==> src/rtl/keypad_pkg.sv <==
// Shared definitions for the keypad scanner: key codes, FSM state and
// per-frame scan result encodings, plus the row/column to key-code map.
package keypad_pkg;

  localparam logic [3:0] KEY_0    = 4'd0;
  localparam logic [3:0] KEY_1    = 4'd1;
  localparam logic [3:0] KEY_2    = 4'd2;
  localparam logic [3:0] KEY_3    = 4'd3;
  localparam logic [3:0] KEY_4    = 4'd4;
  localparam logic [3:0] KEY_5    = 4'd5;
  localparam logic [3:0] KEY_6    = 4'd6;
  localparam logic [3:0] KEY_7    = 4'd7;
  localparam logic [3:0] KEY_8    = 4'd8;
  localparam logic [3:0] KEY_9    = 4'd9;
  localparam logic [3:0] KEY_STAR = 4'b1010;
  localparam logic [3:0] KEY_HASH = 4'b1011;

  typedef enum logic [1:0] {
    ST_IDLE     = 2'd0,
    ST_DEBOUNCE = 2'd1,
    ST_PRESSED  = 2'd2
  } key_state_e;

  typedef enum logic [1:0] {
    FRAME_EMPTY  = 2'd0,
    FRAME_SINGLE = 2'd1,
    FRAME_MULTI  = 2'd2
  } frame_kind_e;

  // Rows 0-2 carry digits 1-9; the bottom row is star, 0, hash.
  function automatic logic [3:0] key_map(input logic [1:0] row, input logic [1:0] col);
    logic [3:0] row4;
    logic [3:0] col4;
    row4 = {2'b00, row};
    col4 = {2'b00, col};
    if (row == 2'd3) begin
      case (col)
        2'd0:    key_map = KEY_STAR;
        2'd1:    key_map = KEY_0;
        default: key_map = KEY_HASH;
      endcase
    end else begin
      key_map = row4 * 4'd3 + col4 + 4'd1;
    end
  endfunction

endpackage

==> src/rtl/keypad_scanner_if.sv <==
// Key delivery channel between the scanner (master) and the credential FSM
// (slave): one 4-bit code per valid/ready handshake plus an overrun pulse.
interface keypad_scanner_if;
  logic [3:0] key_code;
  logic       key_valid;
  logic       key_ready;
  logic       overrun;

  modport master (
    output key_code,
    output key_valid,
    output overrun,
    input  key_ready
  );

  modport slave (
    input  key_code,
    input  key_valid,
    input  overrun,
    output key_ready
  );
endinterface

==> src/rtl/keypad_frame_collect.sv <==
// Row driver and column accumulator: walks the four rows, samples the columns
// at the end of each row slot and classifies every 4-row frame.
module keypad_frame_collect
  import keypad_pkg::*;
#(
  parameter int SCAN_DIV = 1000
) (
  input  logic        clk,
  input  logic        rst_n,
  output logic [3:0]  row_o,
  input  logic [2:0]  col_i,
  output logic        frame_done,
  output frame_kind_e frame_kind,
  output logic [3:0]  frame_code
);

  localparam int              DW       = $clog2(SCAN_DIV);
  localparam logic [DW-1:0]   DIV_LAST = DW'(SCAN_DIV - 1);

  logic [DW-1:0] div_reg;
  logic [1:0]    row_reg;
  logic [1:0]    act_cnt_reg;
  logic [3:0]    act_code_reg;

  logic          slot_end;
  logic [2:0]    col_act;
  logic [3:0]    col_code [3];
  logic [1:0]    row_hits;
  logic [3:0]    row_code;
  logic [2:0]    hit_total;
  logic [1:0]    act_cnt_next;
  logic [3:0]    act_code_next;

  assign slot_end = (div_reg == DIV_LAST);
  assign col_act  = ~col_i;
  assign row_o    = ~(4'b0001 << row_reg);

  for (genvar gi = 0; gi < 3; gi++) begin : g_col_code
    assign col_code[gi] = key_map(row_reg, 2'(gi));
  end

  // Hit count saturates at 2: anything beyond one key is ghosting anyway.
  always_comb begin
    row_hits = 2'd0;
    row_code = 4'd0;
    for (int c = 0; c < 3; c++) begin
      if (col_act[c]) begin
        row_hits = row_hits + 2'd1;
        row_code = col_code[c];
      end
    end
    hit_total     = {1'b0, act_cnt_reg} + {1'b0, row_hits};
    act_cnt_next  = (hit_total >= 3'd2) ? 2'd2 : hit_total[1:0];
    act_code_next = (act_cnt_reg == 2'd0) ? row_code : act_code_reg;
  end

  assign frame_done = slot_end && (row_reg == 2'd3);
  assign frame_code = act_code_next;

  always_comb begin
    case (act_cnt_next)
      2'd0:    frame_kind = FRAME_EMPTY;
      2'd1:    frame_kind = FRAME_SINGLE;
      default: frame_kind = FRAME_MULTI;
    endcase
  end

  always_ff @(posedge clk) begin
    if (!rst_n) begin
      div_reg      <= '0;
      row_reg      <= 2'd0;
      act_cnt_reg  <= 2'd0;
      act_code_reg <= 4'd0;
    end else if (slot_end) begin
      div_reg <= '0;
      row_reg <= row_reg + 2'd1;
      if (row_reg == 2'd3) begin
        act_cnt_reg  <= 2'd0;
        act_code_reg <= 4'd0;
      end else begin
        act_cnt_reg  <= act_cnt_next;
        act_code_reg <= act_code_next;
      end
    end else begin
      div_reg <= div_reg + DW'(1);
    end
  end

endmodule

==> src/rtl/keypad_scanner.sv <==
// 4x3 keypad front end: debounces frame results and hands one code per press
// to the consumer. Define KEYPAD_AUTOREPEAT_EN to re-emit held keys.
module keypad_scanner
  import keypad_pkg::*;
#(
  parameter int SCAN_DIV        = 1000,
  parameter int DEBOUNCE_FRAMES = 4,
  parameter int REPEAT_FRAMES   = 50
) (
  input  logic              clk,
  input  logic              rst_n,
  output logic [3:0]        row_o,
  input  logic [2:0]        col_i,
  keypad_scanner_if.master  key_if
);

  localparam int            CW      = $clog2(DEBOUNCE_FRAMES + 1);
  localparam logic [CW-1:0] DB_LAST = CW'(DEBOUNCE_FRAMES - 1);

  if (SCAN_DIV < 2 || DEBOUNCE_FRAMES < 1 || REPEAT_FRAMES < 1) begin : g_bad_params
    $error("keypad_scanner: parameter out of range");
  end

  logic        frame_done;
  frame_kind_e frame_kind;
  logic [3:0]  frame_code;
  logic        is_single;

  key_state_e  state_reg, state_next;
  logic [3:0]  cand_reg, cand_next;
  logic [CW-1:0] cnt_reg, cnt_next;
  logic [CW-1:0] rel_cnt_reg, rel_cnt_next;
  logic        confirm;

  logic [3:0]  code_reg;
  logic        valid_reg;
  logic        overrun_reg;

`ifdef KEYPAD_AUTOREPEAT_EN
  localparam int            RW       = $clog2(REPEAT_FRAMES + 1);
  localparam logic [RW-1:0] REP_LAST = RW'(REPEAT_FRAMES - 1);
  logic [RW-1:0] rep_cnt_reg, rep_cnt_next;
`endif

  keypad_frame_collect #(
    .SCAN_DIV (SCAN_DIV)
  ) u_collect (
    .clk        (clk),
    .rst_n      (rst_n),
    .row_o      (row_o),
    .col_i      (col_i),
    .frame_done (frame_done),
    .frame_kind (frame_kind),
    .frame_code (frame_code)
  );

  // Ghosted (MULTI) frames count as empty everywhere below.
  assign is_single = (frame_kind == FRAME_SINGLE);

  always_comb begin
    state_next   = state_reg;
    cand_next    = cand_reg;
    cnt_next     = cnt_reg;
    rel_cnt_next = rel_cnt_reg;
    confirm      = 1'b0;
`ifdef KEYPAD_AUTOREPEAT_EN
    rep_cnt_next = rep_cnt_reg;
`endif
    if (frame_done) begin
      case (state_reg)
        ST_IDLE: begin
          if (is_single) begin
            cand_next    = frame_code;
            cnt_next     = CW'(1);
            rel_cnt_next = '0;
`ifdef KEYPAD_AUTOREPEAT_EN
            rep_cnt_next = '0;
`endif
            if (DEBOUNCE_FRAMES == 1) begin
              confirm    = 1'b1;
              state_next = ST_PRESSED;
            end else begin
              state_next = ST_DEBOUNCE;
            end
          end
        end
        ST_DEBOUNCE: begin
          if (is_single && frame_code == cand_reg) begin
            cnt_next = cnt_reg + CW'(1);
            if (cnt_reg == DB_LAST) begin
              confirm      = 1'b1;
              state_next   = ST_PRESSED;
              rel_cnt_next = '0;
`ifdef KEYPAD_AUTOREPEAT_EN
              rep_cnt_next = '0;
`endif
            end
          end else if (is_single) begin
            cand_next = frame_code;
            cnt_next  = CW'(1);
          end else begin
            state_next = ST_IDLE;
            cnt_next   = '0;
          end
        end
        ST_PRESSED: begin
          if (is_single) begin
            rel_cnt_next = '0;
`ifdef KEYPAD_AUTOREPEAT_EN
            if (frame_code == cand_reg) begin
              if (rep_cnt_reg == REP_LAST) begin
                confirm      = 1'b1;
                rep_cnt_next = '0;
              end else begin
                rep_cnt_next = rep_cnt_reg + RW'(1);
              end
            end else begin
              rep_cnt_next = '0;
            end
`endif
          end else begin
`ifdef KEYPAD_AUTOREPEAT_EN
            rep_cnt_next = '0;
`endif
            if (rel_cnt_reg == DB_LAST) begin
              state_next   = ST_IDLE;
              rel_cnt_next = '0;
              cnt_next     = '0;
            end else begin
              rel_cnt_next = rel_cnt_reg + CW'(1);
            end
          end
        end
        default: state_next = ST_IDLE;
      endcase
    end
  end

  always_ff @(posedge clk) begin
    if (!rst_n) begin
      state_reg   <= ST_IDLE;
      cand_reg    <= 4'd0;
      cnt_reg     <= '0;
      rel_cnt_reg <= '0;
`ifdef KEYPAD_AUTOREPEAT_EN
      rep_cnt_reg <= '0;
`endif
    end else begin
      state_reg   <= state_next;
      cand_reg    <= cand_next;
      cnt_reg     <= cnt_next;
      rel_cnt_reg <= rel_cnt_next;
`ifdef KEYPAD_AUTOREPEAT_EN
      rep_cnt_reg <= rep_cnt_next;
`endif
    end
  end

  // Single-entry buffer; a handshake in the confirm cycle frees room for the new key.
  always_ff @(posedge clk) begin
    if (!rst_n) begin
      code_reg    <= 4'd0;
      valid_reg   <= 1'b0;
      overrun_reg <= 1'b0;
    end else begin
      overrun_reg <= 1'b0;
      if (confirm) begin
        if (!valid_reg || key_if.key_ready) begin
          code_reg  <= cand_next;
          valid_reg <= 1'b1;
        end else begin
          overrun_reg <= 1'b1;
        end
      end else if (valid_reg && key_if.key_ready) begin
        valid_reg <= 1'b0;
      end
    end
  end

  assign key_if.key_code  = code_reg;
  assign key_if.key_valid = valid_reg;
  assign key_if.overrun   = overrun_reg;

endmodule

==> src/flat_wrapper.sv <==
// flat-port wrapper written by rule: the top's interface ports become plain ports
module keypad_scanner_flat import keypad_pkg::*;
#(
  parameter int SCAN_DIV        = 1000,
  parameter int DEBOUNCE_FRAMES = 4,
  parameter int REPEAT_FRAMES   = 50
)
  (clk, rst_n, row_o, col_i, key_if_key_code, key_if_key_valid, key_if_overrun, key_if_key_ready);
  keypad_scanner_if key_if_i ();
  input  logic clk;
  input  logic rst_n;
  output logic [3:0] row_o;
  input  logic [2:0] col_i;
  output wire logic [$bits(key_if_i.key_code)-1:0] key_if_key_code;
  output wire logic [$bits(key_if_i.key_valid)-1:0] key_if_key_valid;
  output wire logic [$bits(key_if_i.overrun)-1:0] key_if_overrun;
  input wire logic [$bits(key_if_i.key_ready)-1:0] key_if_key_ready;
  assign key_if_key_code = key_if_i.key_code;
  assign key_if_key_valid = key_if_i.key_valid;
  assign key_if_overrun = key_if_i.overrun;
  assign key_if_i.key_ready = key_if_key_ready;
  keypad_scanner #(.SCAN_DIV(SCAN_DIV), .DEBOUNCE_FRAMES(DEBOUNCE_FRAMES), .REPEAT_FRAMES(REPEAT_FRAMES)) u_core (.clk(clk), .rst_n(rst_n), .row_o(row_o), .col_i(col_i), .key_if(key_if_i));
endmodule
==> config.mk <==
export PLATFORM = sky130hd
export DESIGN_NAME = keypad_scanner_flat
export DESIGN_NICKNAME = d
export VERILOG_FILES = /design/src/rtl/keypad_pkg.sv /design/src/rtl/keypad_scanner_if.sv /design/src/rtl/keypad_frame_collect.sv /design/src/rtl/keypad_scanner.sv /design/src/flat_wrapper.sv
export SDC_FILE = /design/constraint.sdc
export NUM_CORES = 1
export LEC_CHECK = 0
export CAP_MARGIN = 5
export CORE_ASPECT_RATIO = 0.9
export CORE_MARGIN = 4
export CORE_UTILIZATION = 45
export CTS_CLUSTER_DIAMETER = 150
export DETAILED_ROUTE_END_ITERATION = 16
export PLACE_DENSITY = 0.73
export SYNTH_ARGS = -nofsm -noshare
export SYNTH_HDL_FRONTEND = slang
export SYNTH_SLANG_ARGS = --single-unit
export TNS_END_PERCENT = 10
==> constraint.sdc <==
create_clock -name clk -period 4.4 [get_ports clk]
set_input_delay 0.66 -clock clk [delete_from_list [all_inputs] [get_ports clk]]
set_output_delay 0.66 -clock clk [all_outputs]
set_load 0.01 [all_outputs]
==> results.md, run 1 <==
* Clock Skew at 0.004689 ns
* Die width at 83.62 um
* Clock buffer depth at 2
* Final WL at 5014 um
* Antenna-violating nets left at 0
* Worst hold path depth at 2
* Worst setup SP type: input pin
* Worst R2R Path Depth at 9
* Gpl congestion at 0.8821
* Post-synth EDFFs at 0
* Async S/R FF share, synth at 0
* GRT Overall Usage at 0.1639
* Nature of the critical path endpoint: flop
* Cell variety after synth at 55
* Final instance area at 0.002605 mm2
* Layout Area Growth over Synthesis at 12.48%
* Row count at 24
* Max rail drop VDD at 0.1291 mV
* Gr ovfl total at 0
* Power Dens Cells at 226.5 mW/mm2
* RSZ-0062 raised after global routing: no
* R2R Path Start: u_core.u_collect.act_cnt_reg[0]$_SDFFE_PN0N_
* Post-route setup slack at 0.5098 ns
* Fmax at 257.1 MHz
* CTS root buf: clkbuf_8
* Via count at 2018
* Antenna fix cells at 0
* DR pass1 iterations at 4
* Syn_area_per_cell at 8.391 um2
* Largest net degree at the start of global routing at 28
* CP required at 4.62 ns
* Post-Syn Instances at 276
* Largest register FFs at 10
* WL/cell at 14.12 um
* Power Total at 590.0 uW
* Cts hold-fix bufs at 0
* Register area share after synthesis at 0.3112
* Clock Pin Slew Worst Setup and Hold Paths at 0.07 ns
* Slew headroom at 0.4409
* Mapped Nets at 300
* CTS buffer count at 5
* Synth Warn # at 0
* Resized cells post-CTS at 0
* Commonest non-fill, non-tap cell in the layout: dfxtp_1
* Die height at 76.06 um
* Clock Sinks at 36
* Min-Delay Path Class: reg2reg
* Seq pwr share at 0.560
* IO Pins at 16
* Vias per inst at 5.685
* Most common flop cell mapped by yosys: dfxtp_1
* Layout Nets at 314
* Placed Area at 0.002527 mm2
* Max-Cap Viols at 0
* Initial antenna violation count at 0
* Setup Viol. Count Final at 0
* Sum Neg Setup Slack at 0 ns
* H-tree levels at 2
* Int Power at 451.1 uW
* Switching part of the total power at 0.2354
* Worst flop-to-flop path endpoint: u_core.state_reg[0]$_SDFFE_PN0P_
* Status: finished, final reports clean
* Final Max Tran Viols at 0
* Final HPWL DP at 3724 um
* Worst setup path endpoint: u_core.state_reg[0]$_SDFFE_PN0P_
* Commonest non-fill, non-tap cells in the layout: dfxtp_1, nand2_1, nor2_1
* Core box area at 0.004925 mm2
* 1st-iter DRT viols at 160
* Worst Tran Pin Value at 0.8356 ns
* Fin crit share at 0.8841
* Clk_lat worst skew at 0.29 ns
* Setup slack at placement at 0.2562 ns
* CP startpoint: col_i[0]
* WS Path Type: in2reg
* Lkg Pwr at 1.039 nW
* Clock power frac at 0.375
* FF-to-FF setup slack at 1.58 ns
* Fraction of layout cells with a size suffix above 1 at 0.06552
* Mapped cell area at 0.002316 mm2
* Final Hold Fails at 0
* Die area at 0.006360 mm2
* Worst Path Arrival at 4.11 ns
* # DRC at 0
* NetSw at 138.9 uW
* Global-route wire length before repair at 8783 um
* Logic gate share of total power at 0.065
* Vias in the first global route at 1945
* Critical Path Fanout Max at 7
* Post-CTS setup buffers at 0
* Tmin final at 3.890 ns
* Port Buffer Count at 15
* CTS tree: done
* Flops & latches, synth at 36
* Starting Density at 0.4703
==> critical path, stage by stage <==
cell	delay, ns
clkdlybuf4s50_1	0.55
inv_1	0.06
ha_1	0.30
xnor2_1	0.15
ha_1	0.16
inv_1	0.05
fa_1	0.49
nand3_1	0.27
a21boi_0	0.20
a2111oi_2	0.40
or4b_1	0.49
o311ai_1	0.11
mux2i_1	0.22
==> through the flow <==
| step | std cells | hold slack [ns] | util |
|---|---|---|---|
| 2_1_floorplan | 276 | 0.4298 | - |
| 6_report | 355 | 0.4587 | 0.5290 |
| 5_1_grt | 355 | 0.4804 | 0.5290 |
| 3_5_place_dp | 348 | 0.4546 | 0.5132 |
| 3_3_place_gp | 348 | 0.4435 | 0.5132 |
| 4_1_cts | 355 | 0.4671 | 0.5290 |
==> cells by family (layout without fill, tap and decap cells) <==
group / Yosys count / after routing / synth area share
xor+xnor: 14 / 14 / 0.05295
buf+inv: 29 / 43 / 0.04916
simple gates: 117 / 117 / 0.2696
compound gates: 53 / 53 / 0.1772
mux: 9 / 9 / 0.03944
flops: 36 / 36 / 0.3112
fa+ha+maj: 18 / 18 / 0.1005
==> final cells by class <==
class                           instances  area, um2
Inverter                               17      63.81
Multi-Input combinational cell        211       1481
Fill cell                             473       2320
Timing Repair Buffer                   19      180.2
Clock buffer                            6      72.57
Tap cell                               65      81.33
Clock inverter                          1      5.005
Sequential cell                        36      720.7
==> power groups by stage <==
| stage | clock network [mW] | registers, mW | logic, mW |
|---|---|---|---|
| after floorplan | 0 | 0.337 | 0.0253 |
| after global placement | 0 | 0.338 | 0.0376 |
| after detailed placement | 0 | 0.338 | 0.0381 |
| after CTS | 0.230 | 0.330 | 0.0383 |
| after global routing | 0.242 | 0.331 | 0.0428 |
| final | 0.221 | 0.330 | 0.0381 |
==> synthesized netlist by cell type, drive strengths merged (8+ instances only) <==
cell type  number  area [um2]
dfxtp          36       720.7
nand2          31       116.4
nor2           26       97.59
ha             17       212.7
inv            17       63.81
nand3          13       70.07
and3            8       50.05
clkbuf          8       30.03
mux2i           8       80.08
xor2            8       70.07
==> how the worst min path moves through the flow <==
stage	from	to	slack [ns]
after global routing	u_core.rel_cnt_reg[2]$_SDFFE_PN0P_	u_core.rel_cnt_reg[2]$_SDFFE_PN0P_	0.48
after floorplan	u_core.u_collect.div_reg[0]$_SDFF_PP0_	u_core.u_collect.div_reg[0]$_SDFF_PP0_	0.43
after detailed placement	u_core.u_collect.div_reg[0]$_SDFF_PP0_	u_core.u_collect.div_reg[0]$_SDFF_PP0_	0.45
final	u_core.key_if.key_code[1]$_SDFFE_PN0P_	u_core.key_if.key_code[1]$_SDFFE_PN0P_	0.46
after global placement	u_core.u_collect.div_reg[0]$_SDFF_PP0_	u_core.u_collect.div_reg[0]$_SDFF_PP0_	0.44
after CTS	u_core.key_if.key_code[1]$_SDFFE_PN0P_	u_core.key_if.key_code[1]$_SDFFE_PN0P_	0.47
==> routing by layer <==
metal | vias up | share of wire | track usage | routed length [um]
li1 | 1019 | - | - | -
met1 | 951 | 0.48 | 0.2145 | 2412
met2 | 40 | 0.47 | 0.2703 | 2353
met3 | 8 | 0.037 | 0.03351 | 186
met4 | 0 | 0.012 | 0.05145 | 61
met5 | - | 0 | 0 | 0
Power figures use the tool's default switching activity.
==> inputs of run 2 (changes only) <==
--- a/config.mk
+++ b/config.mk
@@ -5,6 +5,7 @@
 export SDC_FILE = /design/constraint.sdc
 export NUM_CORES = 1
 export LEC_CHECK = 0
+export ABC_CLOCK_PERIOD_IN_PS = 4400
 export CAP_MARGIN = 5
 export CORE_ASPECT_RATIO = 0.9
 export CORE_MARGIN = 4
==> results of run 2 <==
Same layout as run 1: the final DEF is identical, and so are final timing and power.
